--- config.mk ---
export PLATFORM = sky130hd
export DESIGN_NAME = timing_ctrl
export DESIGN_NICKNAME = d
export VERILOG_FILES = /design/src/rtl/timing_pkg.sv /design/src/rtl/btn_press_classifier.sv /design/src/rtl/timing_ctrl.sv
export SDC_FILE = /design/constraint.sdc
export NUM_CORES = 1
export LEC_CHECK = 0
export ABC_AREA = 0
export BUFFER_PORTS_ARGS = -buffer_cell sky130_fd_sc_hd__buf_2
export CAP_MARGIN = 20
export CORE_ASPECT_RATIO = 1.25
export CORE_MARGIN = 2
export CORE_UTILIZATION = 25
export DETAILED_ROUTE_END_ITERATION = 16
export PLACE_DENSITY = 0.56
export SKIP_CTS_REPAIR_TIMING = 1
export SLEW_MARGIN = 20
export SYNTH_ARGS = -nofsm -noshare
export SYNTH_HDL_FRONTEND = slang
export SYNTH_SLANG_ARGS = --single-unit
--- constraint.sdc ---
create_clock -name clock -period 3.5 [get_ports clock]
set_input_delay 0.525 -clock clock [delete_from_list [all_inputs] [get_ports clock]]
set_output_delay 0.525 -clock clock [all_outputs]
set_load 0.1 [all_outputs]
--- src/rtl/timing_pkg.sv ---
// timing_pkg: shared constants and encodings for the trip-timing blocks
package timing_pkg;
  localparam int ACCUM_W = 13;
  localparam int LONGPRESS_SEC = 2;
  localparam int IDLE_TIMEOUT_SEC = 5;
  typedef enum logic [1:0] {
    ST_IDLE  = 2'd0,
    ST_RUN   = 2'd1,
    ST_PAUSE = 2'd2,
    ST_CLEAR = 2'd3
  } state_t;
  localparam logic [1:0] DISP_HMS = 2'd0;
  localparam logic [1:0] DISP_SEC = 2'd1;
  localparam logic [1:0] DISP_MIN = 2'd2;
endpackage

--- src/rtl/btn_press_classifier.sv ---
// btn_press_classifier: edge detect plus second-counted hold classifying short/long presses
module btn_press_classifier #(
  parameter int HOLD_SEC = 2
) (
  input  logic clock,
  input  logic reset,
  input  logic btn,
  input  logic sec_pulse,
  output logic rise,
  output logic short_press,
  output logic long_press
);
  localparam int HW = $clog2(HOLD_SEC + 1);
  localparam logic [HW-1:0] HMAX = HW'(HOLD_SEC);
  logic btn_q, done_q, done_d, fall, inc;
  logic [HW-1:0] hold_q, hold_d;
  // edges, saturating hold count and press classification
  always_comb begin
    rise = btn & ~btn_q;
    fall = ~btn & btn_q;
    inc = sec_pulse & btn & ~rise & (hold_q != HMAX);
    long_press = inc & (hold_q == HMAX - 1'b1);
    short_press = fall & ~done_q;
    hold_d = rise ? '0 : inc ? hold_q + 1'b1 : hold_q;
    done_d = fall ? 1'b0 : long_press ? 1'b1 : done_q;
  end
  // reset presets btn_q/done_q so a button held through reset yields neither a rise nor a short press on release
  always_ff @(posedge clock) begin
    if (reset) begin
      btn_q <= 1'b1;
      done_q <= 1'b1;
      hold_q <= '0;
    end else begin
      btn_q <= btn;
      done_q <= done_d;
      hold_q <= hold_d;
    end
  end
endmodule

--- src/rtl/timing_ctrl.sv ---
// timing_ctrl: run/pause/clear controller gating the trip accumulators, display select and pause blink
module timing_ctrl
  import timing_pkg::*;
(
  input  logic               clock,
  input  logic               reset,
  input  logic               start_btn,
  input  logic               mode_btn,
  input  logic               wheel_pulse,
  input  logic               sec_pulse,
  input  logic               half_sec_pulse,
  input  logic [ACCUM_W-1:0] min_accum,
  output logic               accum_en,
  output logic               accum_clr,
  output logic [1:0]         disp_sel,
  output logic               blink,
  output logic [1:0]         state
);
  localparam int IW = $clog2(IDLE_TIMEOUT_SEC + 1);
  localparam logic [IW-1:0] IMAX = IW'(IDLE_TIMEOUT_SEC);
  state_t state_q, state_d;
  logic [IW-1:0] idle_q, idle_d;
  logic [1:0] disp_q, disp_d;
  logic auto_q, auto_d, blink_q, blink_d, sat, timeout;
  logic start_short, start_long, mode_rise;
  logic start_rise_unused, mode_short_unused, mode_long_unused;
  btn_press_classifier #(.HOLD_SEC(LONGPRESS_SEC)) u_start (
    .clock(clock), .reset(reset), .btn(start_btn), .sec_pulse(sec_pulse),
    .rise(start_rise_unused), .short_press(start_short), .long_press(start_long)
  );
  btn_press_classifier #(.HOLD_SEC(LONGPRESS_SEC)) u_mode (
    .clock(clock), .reset(reset), .btn(mode_btn), .sec_pulse(sec_pulse),
    .rise(mode_rise), .short_press(mode_short_unused), .long_press(mode_long_unused)
  );
  // idle seconds count only in RUN, wheel wins over a coincident second; zero outside RUN so entry starts clean
  always_comb begin
    sat = &min_accum;
    idle_d = (state_q != ST_RUN || wheel_pulse) ? '0 : (sec_pulse && idle_q != IMAX) ? idle_q + 1'b1 : idle_q;
    timeout = idle_d == IMAX;
    blink_d = (state_q == ST_PAUSE) ? blink_q ^ half_sec_pulse : 1'b1;
    disp_d = mode_rise ? (disp_q == DISP_MIN ? DISP_HMS : disp_q + 1'b1) : disp_q;
  end
  // next state with priority long press > saturation > short press > timeout/wheel
  always_comb begin
    state_d = state_q;
    auto_d = auto_q;
    case (state_q)
      ST_IDLE: if (start_short) state_d = ST_RUN;
      ST_RUN:
        if (start_long) state_d = ST_CLEAR;
        else if (sat || start_short) begin
          state_d = ST_PAUSE;
          auto_d = 1'b0;
        end else if (timeout) begin
          state_d = ST_PAUSE;
          auto_d = 1'b1;
        end
      ST_PAUSE:
        if (start_long) state_d = ST_CLEAR;
        else if (!sat && (start_short || (wheel_pulse && auto_q))) state_d = ST_RUN;
      default: state_d = ST_IDLE;
    endcase
    if (state_d != ST_PAUSE) auto_d = 1'b0;
  end
  // state and housekeeping registers
  always_ff @(posedge clock) begin
    if (reset) begin
      state_q <= ST_IDLE;
      idle_q <= '0;
      auto_q <= 1'b0;
      blink_q <= 1'b1;
      disp_q <= DISP_HMS;
    end else begin
      state_q <= state_d;
      idle_q <= idle_d;
      auto_q <= auto_d;
      blink_q <= blink_d;
      disp_q <= disp_d;
    end
  end
  assign accum_en = state_q == ST_RUN;
  assign accum_clr = state_q == ST_CLEAR;
  assign disp_sel = disp_q;
  assign blink = blink_q | (state_q != ST_PAUSE);
  assign state = state_q;
endmodule
== Word-level counts from Yosys, hierarchy flattened ==
Cells that the tools add are included.

* Register bits after elaboration: 14
* Input port bits: 20
* Word-level logic and storage cells: 69

* Add/subtract/negate cells: 3
* Eq/ne operators: 11
* Muxes and demuxes: 14
* Bitwise logic cells: 17
* Reduce and logical (&&, ||, !) cells: 15

{| class="wikitable"
|+ Operator list
! kind !! number
|-
| 2-bit 2-to-1 mux || 7
|-
| 13-bit AND reduction || 1
|-
| 1-bit AND || 8
|-
| 1-bit NOT || 7
|-
| 2-bit equality test, second input constant || 3
|-
| 3-bit 2-to-1 mux || 2
|-
| 2-bit != test, second input constant || 3
|-
| 2-bit case mux with 3 select lines || 1
|-
| 2-bit OR reduction || 3
|-
| 2-bit by 1-bit adder with 2-bit output, second input constant || 2
|-
| 2-bit by 1-bit equality test with 1-bit output, second input constant || 2
|-
| 1-bit 2-to-1 mux || 4
|-
| 2-bit nonzero test || 2
|-
| 3-bit by 1-bit adder with 3-bit output, second input constant || 1
|-
| 3-bit equality test, second input constant || 1
|-
| 1-bit logical AND || 3
|-
| 1-bit logical OR || 3
|-
| 3-bit != test, second input constant || 1
|-
| 3-bit AND reduction || 1
|-
| 2-bit logical NOT || 1
|-
| 2-bit by 1-bit != test with 1-bit output, second input constant || 1
|-
| 1-bit logical NOT || 1
|-
| 1-bit bitwise OR || 1
|-
| 1-bit bitwise XOR || 1
|}

== Logic depth before layout (Yosys ltp) ==
Gate-level depths: netlist of the first run.

* Depth in word-level cells: 11
* Gate-level depth with buffers: 8
* Gate-level depth less buffers: 7

== By module ==
Synthesis of the first run repeated with hierarchy kept, for this count alone.

* Cells, all modules: 111
* Area total of the unflattened synthesis: 999.7 µm²

{| class="wikitable"
|+ By module, submodules not included
! module !! instances !! cells an instance !! area an instance (µm²) !! seq. area each (µm²)
|-
| timing_ctrl || 1 || 63 || 564.3 || 180.2
|-
| btn_press_classifier || 2 || 24 || 217.7 || 80.1
|}

== Worst setup path before layout of the first run ==
OpenSTA, ideal clock, no wires.

* Path kind: reg-to-reg
* Start: register state_q[0] (netlist: state[0])
* End: register auto_q
* Arrival time: 2435 ps
* Data required time: 3440 ps
* Setup slack: 1005 ps
* Cell stages (with the launch flop): 7
* Path buffers: 0
* Path through: dfxtp_1 > nand2b_1 > inv_1 > nand2b_1 > or2_0 > o211ai_1 > and3_1

* Elaborated cells on any way between the ends: 18

{| class="wikitable"
|+ RTL lines
! what !! RTL line !! source
|-
| start, declared || timing_ctrl.sv:21 || <nowiki>state_t state_q, state_d;</nowiki>
|-
| start signal, assigned || timing_ctrl.sv:74 || <nowiki>state_q <= state_d;</nowiki>
|-
| 2-bit by 1-bit equality test with 1-bit output (*) || -- ||
|-
| net accum_en || timing_ctrl.sv:13 || <nowiki>output logic accum_en,</nowiki>
|-
| 2-bit case mux with 3 select lines || timing_ctrl.sv:47 || <nowiki>case (state_q)</nowiki>
|-
| 2-bit != test || timing_ctrl.sv:63 || <nowiki>if (state_d != ST_PAUSE) auto_d = 1'b0;</nowiki>
|-
| 2-bit OR reduction (no source line) || -- ||
|-
| end signal, assigned || timing_ctrl.sv:76 || <nowiki>auto_q <= auto_d;</nowiki>
|-
| end, declared || timing_ctrl.sv:24 || <nowiki>logic auto_q, auto_d, blink_q, blink_d, sat, timeout;</nowiki>
|}

Mark *: on every way through the listed nets, which the timed path passes. The rest lies on a longest branch.
A chain may end at the register's enable or synchronous reset.

== Worst setup path after layout of the first run ==
* Start: register state_q[0] (netlist: state[0])
* End: output blink

* Cells in the longest elaborated chain, start to end: 2

{| class="wikitable"
|+ Ends and longest elaborated chain
! what !! RTL line !! source
|-
| 2-bit != test || timing_ctrl.sv:84 || <nowiki>assign blink = blink_q | (state_q != ST_PAUSE);</nowiki>
|-
| 1-bit bitwise OR || timing_ctrl.sv:84 ||
|-
| end, declared || timing_ctrl.sv:16 || <nowiki>output logic blink,</nowiki>
|}

Every way passes these cells.

==> results.ini, run 1 <==
[route]
drtIter0Drc=16
wl_per_cell_um=10.25
vias=710
drc=0
vias_per_cell=4.671
dr.pass1.iters=4
wl_mm=1.558
ant_nets=0

[critical_path]
cp_max_fo=6
required_ns=2.97
critPathCaptureType=output pin
critPathLaunchType=register
critical_path_class=reg2out
arrival_ns=1.40

[power]
p_per_area_nw_per_um2=345.7
seqPwrFrac=0.491
internal_power_mw=0.2505
comb_power_share=0.175
pwr-share-clk=0.334
net-switching-power_mw=0.09374
peakVddDrop_v=0.0001430
switching_share=0.2723
leakagePower_nw=0.4471

[timing]
setup_viol_count_final=0
final-max-slew-violation-count=0
period_needed_ns=1.920
tightest_slew_ns=0.5646
setup_ws_ns=1.580
fin_crit_sh=0.5486
hold_viol_final=0
slew_headroom=0.6228
finClkSkew_ns=0.001829
setup_tns_ns=0
fmax_ghz=0.5208
rsz0062_at_grt=no

[grt]
grt_overflow=0
antenna_found_initial=0
grt_pass1_wl_mm=2.711
grt_pass1_vias=676
grt_max_degree=11
track_usage=0.1005

[clocking]
cts_buffer_depth=2
htreeDepth=1
numCtsBuffers=3
clock_latency_ns=0.28
cts_root_buf=clkbuf_4
cts_tree=done
path_clk_slew_ns=0.08
clkSinkCount=14

[logic_synthesis]
synthCells=88
yosysWarnings=0
synthTopCellsByArea=dfxtp_1, ha_1, nand2b_1, nor2_1, xnor2_1
yosys.area.top_type=dfxtp_1
avgSynthCellArea_um2=9.085
seq_area_frac_synth=0.3505
synthesis.nets=112
syn_area_um2=799.5
synth_cell_types=37
synth_top_area_share=0.3505
ys.flop_type=dfxtp_1
synth_commonest_cells=dfxtp_1, nor2_1, nand2b_1
synth.most_common_cell=dfxtp_1
synthArstFlopShare=0
synth_edf_count=0
ys_ff_latch=14

[die]
die_h_um=67.23
die_area_um2=3669
ioPinCount=27
core.rowCount=22
initial_utilization=0.2665
fp.coreArea_um2=3000
die_w_um=54.58

[cells_and_area]
drive_gt1_frac=0.3276
fillerInstances=313
layout.nets=141
diodes=0
area_growth_pct=24.57

[min_path]
hold_class=in2reg

[run]
drv_cap=0

[placement]
dp_hpwl_mm=1.330
port_buffers=26
dp_worst_setup_slack_ns=1.615
gp_congestion=0.7669

[outcome]
status=finished, final reports clean

-- path summary, 6_finish.rpt --
| check | start | endpoint | slack [ns] | depth (start not counted) |
|---|---|---|---|---|
| worst max-delay path | state[0] | blink | 1.58 | 3 |
| worst min-delay path | mode_btn | u_mode.btn_q | 0.44 | 2 |
| worst max register to register | idle_q[1] | auto_q | 1.78 | 7 |
| worst min register to register | blink_q | blink_q | 0.49 | 2 |
-- through the flow --
step                      cell area (um2)    util  std cells  total power [mW]  hold WS (ns)
after floorplan                     799.5       -         88            0.2167        0.4464
after global placement              959.7  0.3199        148            0.2329        0.4723
after detailed placement            959.7  0.3199        148            0.2338        0.4769
after CTS                           996.0  0.3319        152            0.3499        0.4331
after global routing                996.0  0.3319        152            0.3646        0.4472
final                               996.0  0.3319        152            0.3443        0.4360
-- per-layer routing --
metal  up-vias  track usage  part of all wire
met4         0      0.06563             0.028
li1        367            -                 -
met2        12       0.1741              0.53
met3         5      0.01327             0.036
met5         -            0                 0
met1       326       0.1102              0.41
-- layout make-up --
type	instances	area (um2)	share of cell area
Sequential cell	14	280.3	0.2814
Multi-Input combinational cell	67	485.5	0.4874
Tap cell	36	45.04	0.04523
Timing Repair Buffer	26	130.1	0.1307
Inverter	5	18.77	0.01884
Clock buffer	4	36.28	0.03643
-- flip-flops by register name, summed over array words and instances (netlist names), 2 cells and up --
name and count:
u_start.hold_q 2, idle_q 3, disp_sel 2, state 2
-- layout by cell type (no fill, tap or decap), drive strengths merged --
cell type / synthesis / final
or3: 1 / 1
and2: 2 / 2
a311oi: 1 / 1
and4b: 1 / 1
buf: 1 / 26
nor2b: 3 / 3
o22ai: 1 / 1
xnor2: 3 / 3
nor2: 8 / 8
a21boi: 1 / 1
a21oi: 4 / 4
a21o: 1 / 1
nor3b: 2 / 2
o211a: 1 / 1
nand2b: 7 / 7
and3: 2 / 2
nand2: 4 / 4
o21ai: 1 / 1
nand3: 2 / 2
ha: 4 / 4
or2: 4 / 4
inv: 5 / 5
o31ai: 1 / 1
nand4: 2 / 2
a2bb2oi: 1 / 1
o211ai: 1 / 1
clkbuf: 1 / 4
a211oi: 2 / 2
a31oi: 1 / 1
nor3: 3 / 3
mux2i: 2 / 2
dfxtp: 14 / 14
nor4: 1 / 1
-- power groups by stage --
| stage | logic [mW] | registers, mW | clock network, mW |
|---|---|---|---|
| 2_1_floorplan | 0.0329 | 0.184 | 0 |
| 3_3_place_gp | 0.0602 | 0.173 | 0 |
| 3_5_place_dp | 0.0608 | 0.173 | 0 |
| 4_1_cts | 0.0610 | 0.169 | 0.120 |
| 5_1_grt | 0.0668 | 0.170 | 0.128 |
| 6_report | 0.0602 | 0.169 | 0.115 |
-- kinds of logic after synthesis --
group	synth area share
AO/OA/AOI/OAI	0.1737
XOR/XNOR	0.03287
adder cells (fa/ha/maj)	0.06260
buffers and inverters	0.04225
flip-flops	0.3505
multiplexers	0.02504
AND/OR/NAND/NOR	0.3130
-- critical path: stages, from the launching register on --
cell and delay, ns:
dfxtp_1 0.36, nand2b_1 0.19, or2_2 0.28, buf_2 0.29
Power figures use the tool's default switching activity.
==> inputs of run 2 (changes only) <==
Settings changed: PLACE_DENSITY 0.56 to 0.58.
Clock period 3.5 ns to 1.71 ns, I/O delays scaled along.
==> results.ini, run 2 (same netlist as run 1, synthesis figures left out) <==
[die]
core.rowCount=22  ; unchanged
initial_utilization=0.2665  ; unchanged
die_h_um=67.23  ; unchanged
ioPinCount=27  ; unchanged
fp.coreArea_um2=3000  ; unchanged
die_area_um2=3669  ; unchanged
die_w_um=54.58  ; unchanged

[clocking]
clock_latency_ns=0.28  ; about the same
numCtsBuffers=3  ; unchanged
clkSinkCount=14  ; unchanged
htreeDepth=1  ; unchanged
cts_tree=done
path_clk_slew_ns=0.10  ; +0.02 ns
cts_buffer_depth=2  ; unchanged
cts_root_buf=clkbuf_4

[power]
leakagePower_nw=0.4563  ; +2.1%
peakVddDrop_v=0.0004192  ; +190%
p_per_area_nw_per_um2=684.3  ; +98%
finalPower_mw=0.7227  ; +110%

[cells_and_area]
area_growth_pct=32.08
final_cell_area_um2=1056  ; +6.0%
diodes=0  ; unchanged
mostFrequentLayoutCells=buf_2, dfxtp_1, nor2_1
largest_reg_flops=3  ; unchanged
final_common_cell=buf_2
max_flop_register=idle_q
drive_gt1_frac=0.4370  ; +0.1094
fillerInstances=317  ; +1.3%
layout.nets=144  ; +2.1%
fin_util=0.3520  ; +0.02002

[timing]
setup_viol_count_final=0  ; unchanged
tightest_slew_ns=0.4903  ; -0.07433 ns
fin_crit_sh=0.9652
timing.hold.ws_ns=0.1761  ; -0.2599 ns
rsz0062_at_grt=no
slew_headroom=0.6754  ; +0.05261
hold_viol_final=0  ; unchanged
final-max-slew-violation-count=0  ; unchanged
fmax_ghz=0.6059
period_needed_ns=1.650
finClkSkew_ns=0.009365  ; +0.007535 ns
setup_tns_ns=0  ; unchanged

[route]
drtIter0Drc=12  ; -4
wl_mm=1.648  ; +5.8%
ant_nets=0  ; unchanged
wl_per_cell_um=10.63  ; +3.7%
vias=721  ; +1.5%
drc=0  ; unchanged
dr.pass1.iters=6  ; +2
vias_per_cell=4.652  ; -0.42%

[min_path]
min_path_cells=2  ; unchanged
hold_class=in2reg
min_from=mode_btn
min_to=u_mode.btn_q

[grt]
grt_overflow=0  ; unchanged
grt_pass1_wl_mm=2.780  ; +2.5%
antenna_found_initial=0  ; unchanged
track_usage=0.09916  ; -0.001379
grt_pass1_vias=727  ; +7.5%
grt_max_degree=11  ; unchanged

[critical_path]
cp_max_fo=6  ; unchanged
r2r_slack_ns=0.11  ; -1.67 ns
worstReg2RegStart=idle_q[0]
arrival_ns=1.39  ; about the same
critical_path_class=reg2out
required_ns=1.45  ; -1.52 ns
critPathCaptureType=output pin
critPathLaunchType=register
r2r_end=auto_q
r2r_cells=6  ; -1

[placement]
postPlaceCellArea_um2=999.7  ; +4.2%
port_buffers=26  ; unchanged
gp_congestion=0.7248  ; -5.5%
dp_hpwl_mm=1.371  ; +3.1%

[outcome]
status=finished, final reports clean

[run]
drv_cap=0  ; unchanged

run 2: metrics by stage:
step	setup WS (ns)	cells
2_1_floorplan	-0.1691	88
4_1_cts	0.006910	155
3_3_place_gp	0.09740	151
3_5_place_dp	0.02045	151
6_report	0.05955	155
5_1_grt	0.004401	155
run 2: routing by layer:
layer	vias to the layer above	global-route usage	wire, um
met1	338	0.1141	690
li1	370	-	-
met2	13	0.1801	891
met4	0	0.03125	0
met5	-	0	0
met3	0	0.01549	66
run 2: where the power goes:
part           switching, mW  internal, mW
Clock                  0.112         0.129
Sequential           0.00987         0.336
Combinational         0.0814        0.0535
Total                  0.204         0.519
run 2: final cells by class:
type                            instances  area, um2  share of cell area
Clock buffer                            4      36.28             0.03436
Inverter                                5      22.52             0.02133
Tap cell                               36      45.04             0.04265
Timing Repair Buffer                   29      152.6              0.1445
Multi-Input combinational cell         67      513.0              0.4858
Sequential cell                        14      286.5              0.2713
run 2: critical path, cell delays in order (launching register included):
cell	delay [ns]
dfxtp_2	0.37
nand2b_1	0.18
or2_2	0.27
buf_2	0.29
run 2: how the worst max path moves through the flow:
stage / slack, ns / depth (start not counted) / from / end
2_1_floorplan: -0.17 / 6 / state[1] / auto_q
3_3_place_gp: 0.1 / 7 / idle_q[1] / auto_q
3_5_place_dp: 0.02 / 7 / idle_q[1] / auto_q
4_1_cts: 0.007 / 7 / idle_q[1] / auto_q
5_1_grt: 0.004 / 7 / u_start.hold_q[0] / auto_q
6_report: 0.06 / 3 / state[0] / blink
==> inputs of run 3 (changes only) <==
Settings changed: RECOVER_POWER from default to 25.
==> results.ini, run 3 (same netlist as run 1, synthesis figures left out) <==
[timing]
rsz0062_at_grt=no
fmax_ghz=0.6059  ; about the same
period_needed_ns=1.650  ; +0.00001600 ns
tightest_slew_ns=0.4903  ; unchanged
finClkSkew_ns=0.009123  ; -0.0002417 ns
setup_viol_count_final=0  ; unchanged
timing.hold.ws_ns=0.1758  ; -0.0002840 ns
hold_viol_final=0  ; unchanged
final-max-slew-violation-count=0  ; unchanged
slew_headroom=0.6754  ; unchanged
fin_crit_sh=0.9652  ; about the same

[die]
die_w_um=54.58  ; unchanged
initial_utilization=0.2665  ; unchanged
fp.coreArea_um2=3000  ; unchanged
die_area_um2=3669  ; unchanged
ioPinCount=27  ; unchanged
core.rowCount=22  ; unchanged
die_h_um=67.23  ; unchanged

[cells_and_area]
fillerInstances=318  ; +0.32%
drive_gt1_frac=0.4286  ; -0.008403
area_growth_pct=31.92
multiInputGateArea_um2=513.0  ; unchanged
mostFrequentLayoutCells=buf_2, dfxtp_1, nor2_1
seq_area_um2=286.5  ; unchanged
layout.nets=144  ; unchanged
final_cell_area_um2=1055  ; -0.12%
final_common_cell=buf_2
diodes=0  ; unchanged
max_flop_register=idle_q
largest_reg_flops=3  ; unchanged

[critical_path]
critical_path_class=reg2out
required_ns=1.45  ; about the same
cp_cell_sequence=nand2b_1 -> or2_2 -> buf_2
cp_max_fo=6  ; unchanged
worst-path-buf-inv=1  ; unchanged
critPathMaxStageDelay_ns=0.37  ; about the same
cpMaxStageDelayCell=dfxtp_2
cp_top_family=simple AND/OR/NAND/NOR gates
critPathLaunchType=register
critPathCaptureType=output pin
arrival_ns=1.39  ; about the same

[route]
m1WireLength_um=690  ; unchanged
dr.pass1.iters=6  ; unchanged
highest_layer=met3
vias=720  ; -0.14%
ant_nets=0  ; unchanged
met3_length_um=66  ; unchanged
wl_mm=1.648  ; unchanged
drtIter0Drc=12  ; unchanged
vias_per_cell=4.645  ; -0.14%
drc=0  ; unchanged
met2_length_um=892  ; +0.11%
wl_per_cell_um=10.63  ; unchanged

[grt]
antenna_found_initial=0  ; unchanged
grt_pass1_wl_mm=2.780  ; unchanged
grt_overflow=0  ; unchanged
grt_max_degree=11  ; unchanged
grt_pass1_vias=727  ; unchanged
track_usage=0.09916  ; unchanged

[clocking]
cts_tree=done
htreeDepth=1  ; unchanged
numCtsBuffers=3  ; unchanged
path_clk_slew_ns=0.10  ; about the same
clock_latency_ns=0.28  ; about the same
cts_buffer_depth=2  ; unchanged
clkSinkCount=14  ; unchanged
cts_root_buf=clkbuf_4

[power]
p_per_area_nw_per_um2=685.0  ; about the same
leakagePower_nw=0.4536  ; -0.60%
peakVddDrop_v=0.0004192  ; about the same

[outcome]
status=finished, final reports clean

[placement]
postPlaceCellArea_um2=999.7  ; unchanged
dp_hpwl_mm=1.371  ; unchanged
gp_congestion=0.7248  ; unchanged
port_buffers=26  ; unchanged

[min_path]
hold_class=in2reg

[run]
drv_cap=0  ; unchanged

==> run 3: cell count changes in the layout (fill, tap and decap cells not counted) <==
cell      change
buf_2         -1
clkbuf_1      +1
==> run 3: final timing paths <==
path | from | endpoint | slack, ns | cells after the start
worst max register to register | idle_q[0] | auto_q | 0.11 | 6
worst min register to register | blink_q | blink_q | 0.49 | 2
worst min-delay path | mode_btn | u_mode.btn_q | 0.18 | 2
worst max-delay path | state[0] | blink | 0.06 | 3
==> run 3: per-stage QoR <==
step / utilization / total power, mW / instances / setup WS (ns) / TNS (ns)
after detailed placement: 0.3332 / 0.4867 / 151 / 0.02045 / 0
final: 0.3515 / 0.7225 / 155 / 0.05954 / 0
after floorplan: - / 0.4457 / 88 / -0.1691 / -0.1938
after global routing: 0.3515 / 0.7558 / 155 / 0.004401 / 0
after CTS: 0.3453 / 0.7284 / 155 / 0.006910 / 0
after global placement: 0.3332 / 0.4836 / 151 / 0.09740 / 0
==> run 3: final cells by class <==
class	instances	share of cell area
Timing Repair Buffer	29	0.1435
Clock buffer	4	0.03440
Tap cell	36	0.04270
Multi-Input combinational cell	67	0.4864
Inverter	5	0.02135
Sequential cell	14	0.2716
==> run 3: metal layers <==
layer  GRT usage  vias up
met1      0.1141      337
li1            -      370
met2      0.1801       13
met5           0        -
met3     0.01549        0
met4     0.03125        0
==> run 3: where the power goes <==
group | total [mW] | internal (mW) | switching (mW)
sequential | 0.346 | 0.336 | 0.00988
combinational | 0.135 | 0.0532 | 0.0813
clock | 0.242 | 0.129 | 0.113
total | 0.722 | 0.519 | 0.204
